## config.mk

```make
export PLATFORM = sky130hd
export DESIGN_NAME = spi_slave_regs
export DESIGN_NICKNAME = d
export VERILOG_FILES = /design/src/rtl/spi_slave_regs.sv
export SDC_FILE = /design/constraint.sdc
export NUM_CORES = 1
export LEC_CHECK = 0
export ABC_CLOCK_PERIOD_IN_PS = 4500
export CORE_AREA = 4 4 184 186
export DETAILED_ROUTE_END_ITERATION = 10
export DIE_AREA = 0 0 188 190
export PLACE_DENSITY = 0.45
export SLEW_MARGIN = 20
export SYNTH_ARGS = -nofsm -noshare
export SYNTH_HDL_FRONTEND = slang
export SYNTH_SLANG_ARGS = --single-unit
```

## constraint.sdc

```tcl
create_clock -name clk_i -period 4.5 [get_ports clk_i]
set_clock_uncertainty 0.15 [all_clocks]
set_input_delay 0.45 -clock clk_i [delete_from_list [all_inputs] [get_ports clk_i]]
set_output_delay 0.45 -clock clk_i [all_outputs]
set_load 0.03 [all_outputs]
```

## src/rtl/spi_slave_regs.sv

```systemverilog
`timescale 1ns/1ps
// spi_slave_regs: SPI mode-0 slave exposing a bank of 2**ADDR_W 8-bit registers.
//
// Transaction: cs low, command byte (bit7 = write, low ADDR_W bits = address)
// while the slave shifts out status 8'h5A, then one data byte (read data out on
// MISO, or write data in on MOSI). All SPI inputs are resynchronised into clk_i;
// sclk must be at most clk_i/8.
//
// Optional feature: define SPI_REGS_AUTOINC_EN to let further bytes in the same
// cs-low window continue at address+1 (wrapping). Without it, those bytes are
// ignored and MISO stays 0.
//
// Ports:
//   clk_i        system clock (rising edge)
//   rst_i        asynchronous active-low reset
//   spi_sclk_i   SPI clock from the master (asynchronous)
//   spi_cs_i     chip select, active-low
//   spi_mosi_i   master-out data
//   spi_miso_o   slave-out data (0 when idle)
//   host_addr_i  host-side read address
//   host_data_bo registered host-side read data
//   wr_strobe_o  one-cycle pulse per SPI register write
//   wr_addr_bo   address of the last SPI write
//   wr_data_bo   data of the last SPI write
//   busy_o       high while synchronised cs is low
module spi_slave_regs #(
    parameter int unsigned ADDR_W  = 4,
    parameter logic [7:0]  REG_RST = 8'h00
) (
    input  logic              clk_i,
    input  logic              rst_i,
    input  logic              spi_sclk_i,
    input  logic              spi_cs_i,
    input  logic              spi_mosi_i,
    output logic              spi_miso_o,
    input  logic [ADDR_W-1:0] host_addr_i,
    output logic [7:0]        host_data_bo,
    output logic              wr_strobe_o,
    output logic [ADDR_W-1:0] wr_addr_bo,
    output logic [7:0]        wr_data_bo,
    output logic              busy_o
);

    localparam int unsigned       NumRegs = 1 << ADDR_W;
    localparam logic [7:0]        Status  = 8'h5A;
    localparam logic [ADDR_W-1:0] AddrOne = 1;

    typedef enum logic [1:0] {StIdle, StCmd, StData} state_t;

    // Synchronisers and edge detection
    logic sclk_meta_q, sclk_sync_q, sclk_prev_q;
    logic cs_meta_q, cs_sync_q, cs_prev_q;
    logic mosi_meta_q, mosi_sync_q;
    logic [1:0] flush_q;
    logic armed_q;

    logic sclk_rise, sclk_fall, cs_fall, cs_rise;

    always_ff @(posedge clk_i or negedge rst_i) begin
        if (!rst_i) begin
            sclk_meta_q <= 1'b0;
            sclk_sync_q <= 1'b0;
            sclk_prev_q <= 1'b0;
            cs_meta_q   <= 1'b1;
            cs_sync_q   <= 1'b1;
            cs_prev_q   <= 1'b1;
            mosi_meta_q <= 1'b0;
            mosi_sync_q <= 1'b0;
            flush_q     <= 2'b00;
            armed_q     <= 1'b0;
        end else begin
            sclk_meta_q <= spi_sclk_i;
            sclk_sync_q <= sclk_meta_q;
            sclk_prev_q <= sclk_sync_q;
            cs_meta_q   <= spi_cs_i;
            cs_sync_q   <= cs_meta_q;
            cs_prev_q   <= cs_sync_q;
            mosi_meta_q <= spi_mosi_i;
            mosi_sync_q <= mosi_meta_q;
            flush_q     <= {flush_q[0], 1'b1};
            // Only accept a cs fall once a genuine high has been seen after reset;
            // otherwise a cs held low across reset would look like a new start.
            armed_q     <= armed_q | (flush_q[1] & cs_sync_q);
        end
    end

    assign sclk_rise = sclk_sync_q & ~sclk_prev_q;
    assign sclk_fall = ~sclk_sync_q & sclk_prev_q;
    assign cs_fall   = armed_q & cs_prev_q & ~cs_sync_q;
    assign cs_rise   = cs_sync_q & ~cs_prev_q;

    // Transaction FSM, register bank and write reporting
    state_t            state_q;
    logic [2:0]        bit_cnt_q;
    logic [7:0]        rx_q;
    logic [7:0]        tx_q;
    logic              miso_q;
    logic              is_wr_q;
    logic              done_q;
    logic [ADDR_W-1:0] addr_q;
    logic [7:0]        regs_q [NumRegs];
    logic [1:0]        wr_pend_q;
    logic [ADDR_W-1:0] pend_addr_q;
    logic [7:0]        pend_data_q;
    logic              wr_strobe_q;
    logic [ADDR_W-1:0] wr_addr_q;
    logic [7:0]        wr_data_q;

    logic [7:0]        rx_byte;
    logic [ADDR_W-1:0] addr_nxt;

    assign rx_byte  = {rx_q[6:0], mosi_sync_q};
    assign addr_nxt = addr_q + AddrOne;

    always_ff @(posedge clk_i or negedge rst_i) begin
        if (!rst_i) begin
            state_q     <= StIdle;
            bit_cnt_q   <= 3'd0;
            rx_q        <= 8'h00;
            tx_q        <= 8'h00;
            miso_q      <= 1'b0;
            is_wr_q     <= 1'b0;
            done_q      <= 1'b0;
            addr_q      <= '0;
            for (int unsigned i = 0; i < NumRegs; i++) begin
                regs_q[i] <= REG_RST;
            end
            wr_pend_q   <= 2'b00;
            pend_addr_q <= '0;
            pend_data_q <= 8'h00;
            wr_strobe_q <= 1'b0;
            wr_addr_q   <= '0;
            wr_data_q   <= 8'h00;
        end else begin
            // Strobe trails the register write by two cycles
            wr_pend_q   <= {wr_pend_q[0], 1'b0};
            wr_strobe_q <= wr_pend_q[1];
            if (wr_pend_q[1]) begin
                wr_addr_q <= pend_addr_q;
                wr_data_q <= pend_data_q;
            end

            if (cs_rise) begin
                // Any partial byte is dropped here without touching the bank
                state_q   <= StIdle;
                bit_cnt_q <= 3'd0;
                miso_q    <= 1'b0;
                done_q    <= 1'b0;
            end else begin
                case (state_q)
                    StIdle: begin
                        if (cs_fall) begin
                            state_q   <= StCmd;
                            bit_cnt_q <= 3'd0;
                            done_q    <= 1'b0;
                            miso_q    <= Status[7];
                            tx_q      <= {Status[6:0], 1'b0};
                        end
                    end
                    StCmd: begin
                        if (sclk_rise) begin
                            rx_q      <= rx_byte;
                            bit_cnt_q <= bit_cnt_q + 3'd1;
                            if (bit_cnt_q == 3'd7) begin
                                state_q <= StData;
                                is_wr_q <= rx_byte[7];
                                addr_q  <= rx_byte[ADDR_W-1:0];
                                tx_q    <= rx_byte[7] ? 8'h00 : regs_q[rx_byte[ADDR_W-1:0]];
                            end
                        end else if (sclk_fall) begin
                            miso_q <= tx_q[7];
                            tx_q   <= {tx_q[6:0], 1'b0};
                        end
                    end
                    StData: begin
                        if (sclk_rise) begin
                            rx_q      <= rx_byte;
                            bit_cnt_q <= bit_cnt_q + 3'd1;
                            if (bit_cnt_q == 3'd7 && !done_q) begin
                                if (is_wr_q) begin
                                    regs_q[addr_q] <= rx_byte;
                                    wr_pend_q[0]   <= 1'b1;
                                    pend_addr_q    <= addr_q;
                                    pend_data_q    <= rx_byte;
                                end
`ifdef SPI_REGS_AUTOINC_EN
                                addr_q <= addr_nxt;
                                tx_q   <= is_wr_q ? 8'h00 : regs_q[addr_nxt];
`else
                                done_q <= 1'b1;
                                tx_q   <= 8'h00;
`endif
                            end
                        end else if (sclk_fall) begin
                            miso_q <= tx_q[7];
                            tx_q   <= {tx_q[6:0], 1'b0};
                        end
                    end
                    default: state_q <= StIdle;
                endcase
            end
        end
    end

    // Host read port
    logic [7:0] host_data_q;

    always_ff @(posedge clk_i or negedge rst_i) begin
        if (!rst_i) begin
            host_data_q <= 8'h00;
        end else begin
            host_data_q <= regs_q[host_addr_i];
        end
    end

    assign spi_miso_o   = miso_q;
    assign host_data_bo = host_data_q;
    assign wr_strobe_o  = wr_strobe_q;
    assign wr_addr_bo   = wr_addr_q;
    assign wr_data_bo   = wr_data_q;
    assign busy_o       = ~cs_sync_q;

endmodule

```

======== Word level (Yosys, flattened, before mapping) ========
Index checks and enable logic that the tools add are counted.
operators by class
  bitwise logic cells ..................... 15
  $lt $le $gt $ge ......................... 4
  add/subtract/negate cells ............... 1
  mux-type cells .......................... 40
  reduce and logical (&&, ||, !) cells .... 16
  eq/ne operators ......................... 15
operators with widths
  cell                   number
  $bwmux W128            1
  $mux W8                12
  $bmux W8 S4            2
  $demux W8 S4           1
  $pmux W8 S3            1
  $ne A3 B3 Y1 const B   7
  $reduce_and A4 Y1      4
  $ge A5 B5 Y1 const B   3
  $not A4 Y5             3
  $mux W1                12
  $reduce_and A5 Y1      2
  $mux W3                3
  $reduce_bool A3 Y1     3
  $mux W2                4
  $and A1 B1 Y1          6
  $ne A3 B1 Y1 const B   2
  $pmux W2 S3            1
  $pmux W3 S2            1
  $reduce_and A3 Y1      2
  $lt A5 B1 Y1 const B   1
  $not A1 Y1             5
  $ne A2 B2 Y1 const B   2
  $pmux W1 S2            2
  $add A3 B1 Y3 const B  1
  other kinds (9)        10
storage, ports and cells
  output and inout port bits .............. 23
  word-level logic and storage cells ...... 132
  bits of input ports ..................... 9
  flip-flop bits (word level) ............. 201

======== Longest topological paths before layout ========
  depth in word-level cells ............... 8
  depth in mapped cells ................... 10
  mapped depth without buffers ............ 7

======== Worst setup path after synthesis ========
Ideal clock, no wire load.
  path type ............................... register to register
  start ................................... reg bit_cnt_q[0]
  end ..................................... reg regs_q[32] (netlist bit)
  library setup time ...................... 0.128 ns
  required time ........................... 4.222 ns
  cell stages (with the launch flop) ...... 11
  buffers on the path ..................... 3
  period minus slack after synthesis ...... 2.353 ns
  data arrival time ....................... 2.075 ns
  slack ................................... 2.147 ns
  cell sequence ........................... dfrtp_1 ha_1 ha_1 nand3b_1 nor4_2 buf_4 and3b_1 buf_2 nor2b_1 buf_4 mux2_1
between the ends
  cells in the longest elaborated chain, start to end .. 3
RTL lines
  item                                line  text
  start: declaration                  94    logic [2:0] bit_cnt_q;
  start signal: assignment            163   bit_cnt_q <= bit_cnt_q + 3'd1;
  start signal: assignment            178   bit_cnt_q <= bit_cnt_q + 3'd1;
  $eq A3 B3 Y1                        179   if (bit_cnt_q == 3'd7 && !done_q) begin
  $logic_and A1 B1 Y1                 179
  $reduce_and A5 Y1 (no source line)  n/a
  end signal: indexed assignment      181   regs_q[addr_q] <= rx_byte;
  end: declaration                    101   logic [7:0] regs_q [NumRegs];
Every way passes these cells.
A chain may end at the register's enable or synchronous reset.

======== Worst setup path in the final report ========
  start ................................... reg bit_cnt_q[0]
  end ..................................... reg regs_q[66] (netlist bit)
The elaborated chain is that of the path after synthesis.

==> summary.txt <==
CTS
  – Clock buffer count from CTS: 25
  – CTS Sinks: 201
  – CTS Hold Bufs: 1
  – Deepest clock path buffer count: 3
  – CTS resizes: 0
  – Post-CTS Setup Bufs: 0
  – CTS tree: built
  – Worst-Skew Late Latency: 0.52 ns
  – H-tree levels: 1
  – CTS Root Cell: clkbuf_16
  – CTS clk-pin slew, worst paths: 0.06 ns

Worst setup path
  – Crit Path Class: reg2reg
  – Slowest-stage cell, CP: nor2b_1
  – CP Launch Type: register
  – Arrival @ worst endpoint: 3.31 ns
  – CP dominant cell by count: ha_1
  – Worst path max stage delay: 0.62 ns
  – Worst-path maximum fanout: 20
  – Reg2Reg Setup Slack: 1.43 ns
  – Critical path, cell by cell: ha_1 > ha_1 > nand3b_1 > nor4_4 > buf_4 > and3b_1 > nor2b_1 > mux2_2
  – Largest delay contributor family on the critical path: simple AND/OR/NAND/NOR gates
  – Required @ worst endpoint: 4.75 ns
  – CP bufs+invs: 1
  – Critical Path End Type: register

Yosys
  – Top cells by area, synth: dfrtp_1 (50%), mux2_2 (17%), mux4_2 (11%), mux2i_1 (4.9%), mux2_1 (2.6%)
  – Area leader, netlist: dfrtp_1
  – Synth Register Bits: 201
  – Syn Area/Cell: 14.04 um^2
  – Netlist cell types: 45
  – Post-synthesis sequential area ratio: 0.5123
  – Syn_nets: 714
  – Top-count cell post-synth: dfrtp_1
  – Top_reg_cell synth: dfrtp_1
  – Share of the synthesized area in the top cell type: 0.5043
  – Most common library cells after synthesis: dfrtp_1 (198), mux2_2 (150), mux2i_1 (48)
  – Synth Instances: 700
  – Share of flip-flops with an asynchronous set or reset: 1.000
  – Yosys synthesis warning count: 0
  – Post-synth EDFFs: 0
  – Netlist area before placement: 9826 um^2

Pwr
  – Power Total: 4.777 mW
  – Power share of the clock group: 0.409
  – Peak supply drop: 0.0002292 V
  – Leak: 5.253 nW
  – Seq pwr share: 0.420
  – Pwr Density: 420.0 nW/um^2
  – Psw: 1.459 mW
  – Switching fraction of total power: 0.3054
  – Logic pwr share: 0.171
  – Int Power: 3.318 mW

Timing
  – Final setup fails: 0
  – TNS Setup: 0 ns
  – Hold violation count in the final report: 0
  – Worst-case hold slack: 0.1952 ns
  – Worst slew margin: 0.3840
  – Post-layout min period: 3.067 ns
  – Fin crit share: 0.6816
  – RSZ-0062 raised after global routing: false
  – Fmax: 326.0 MHz
  – Slew @ Worst Pin: 0.9240 ns
  – Final Max Tran Viols: 0

Floorplan
  – Full die area: 35720 um^2
  – Die Height: 190 um
  – IO Count: 32
  – Core Region: 32290 um^2
  – Die width: 188 um
  – Starting Density: 0.3043
  – Site Rows: 66

Placed design
  – DP Cell Count: 1132
  – Port Buf Inserts: 31
  – Post-DP Area: 10570 um^2
  – DP HPWL: 17890 um
  – GP Congestion: 0.8079

Layout
  – Register area: 5037 um^2
  – Area grow syn2layout: 15.77%
  – Post-route insts no fill: 1177
  – Diodes inserted: 0
  – Final #Nets: 732
  – Footprint of the multi-input gates: 4541 um^2
  – Share of post-route cells with drive strength above 1: 0.3578
  – Design Area, Final: 11370 um^2
  – FILL cells: 3088

Global routing
  – Vias in the first global route: 6589
  – First-pass GRT wire length: 41900 um
  – Initial antenna violation count: 0
  – GRT Overall Usage: 0.1517
  – Largest net degree at the start of global routing: 88
  – Total global routing overflow: 0

Route
  – First DRT Iteration DRCs: 329
  – Remaining antenna violation count: 0
  – Via count: 6012
  – # DRC: 0
  – Pre-antenna DRT Iters: 4
  – Vias per Instance: 5.108
  – Avg WL per Cell: 22.75 um
  – Routed wire length: 26780 um

Worst hold path
  – HP Class: reg2reg

Job
  – Max-Cap Viols: 0

Run status
  – Status: completed
## cell type report
cell class	instances	share of cell area
repair buffers	44	0.03707
inverters	7	0.002310
clock buffers	34	0.06061
multi-input cells	439	0.3992
clock inverters	10	0.009350
flip-flops and latches	201	0.4429
well taps	442	0.04862
## flip-flops by register name, indices dropped and copies added, names as in the netlist, 2 cells and up
register	count
wr_data_bo	8
wr_addr_bo	4
pend_data_q	8
bit_cnt_q	3
regs_q	128
host_data_bo	8
rx_q	7
state_q	2
addr_q	4
tx_q	8
flush_q	2
pend_addr_q	4
wr_pend_q	2
## power by group through the flow
stage          combinational (mW)  clock [mW]  sequential (mW)
6_report                    0.817        1.95             2.00
5_1_grt                     0.892        2.09             2.02
4_1_cts                     0.822        2.03             2.01
3_5_place_dp                0.818           0             2.04
3_3_place_gp                0.803           0             2.03
2_1_floorplan               0.542           0             1.94
## per-stage QoR
stage          setup slack, ns  utilization
6_report                 1.433       0.3523
3_5_place_dp             1.414       0.3273
2_1_floorplan            2.147            -
5_1_grt                  1.113       0.3523
4_1_cts                  1.403       0.3523
3_3_place_gp             1.490       0.3273
## kinds of logic after synthesis
group           after synthesis  share of synthesized area
flops                       201                     0.5123
xor+xnor                      1                  0.0008915
fa+ha+maj                     5                   0.006367
other cells                   1                  0.0003817
buf+inv                      60                    0.02649
mux                         267                     0.3526
compound gates               69                    0.04839
simple gates                 96                    0.05259
## layout by cell type, fill, tap and decap left out, types with 13 or more instances in the layout
cell and instances:
a22oi_1 27, clkbuf_16 25, clkdlybuf4s50_1 29, dfrtp_1 197, mux2_1 23, mux2_2 150, mux2i_1 48, mux4_2 46
nand2_1 22, nor2_1 17, nor2b_1 13
## worst reg2reg max path: cells and delay by family (launching register included)
family | cells | cell delay [ns]
simple gates | 4 | 1.32
mux | 1 | 0.41
fa+ha+maj | 2 | 0.37
buf+inv | 1 | 0.31
flops | 1 | 0.40
## path summary, 6_finish.rpt
kind,from,cells past startpoint,to
max in group asynchronous,rst_i,3,host_data_bo[5]
hold / removal,flush_q[0],0,flush_q[1]
setup / recovery,bit_cnt_q[0],8,regs_q[66]
setup reg to reg,bit_cnt_q[0],8,regs_q[66]
min in group asynchronous,rst_i,2,regs_q[96]
hold reg to reg,flush_q[0],0,flush_q[1]
## per-layer routing
| metal | GRT usage | wire length (um) | vias to the layer above |
|---|---|---|---|
| met2 | 0.2489 | 12790 | 144 |
| li1 | - | - | 2647 |
| met1 | 0.2096 | 12010 | 3180 |
| met5 | 0 | 0 | - |
| met4 | 0.03755 | 554 | 0 |
| met3 | 0.02734 | 1420 | 41 |
Power figures use the tool's default switching activity.
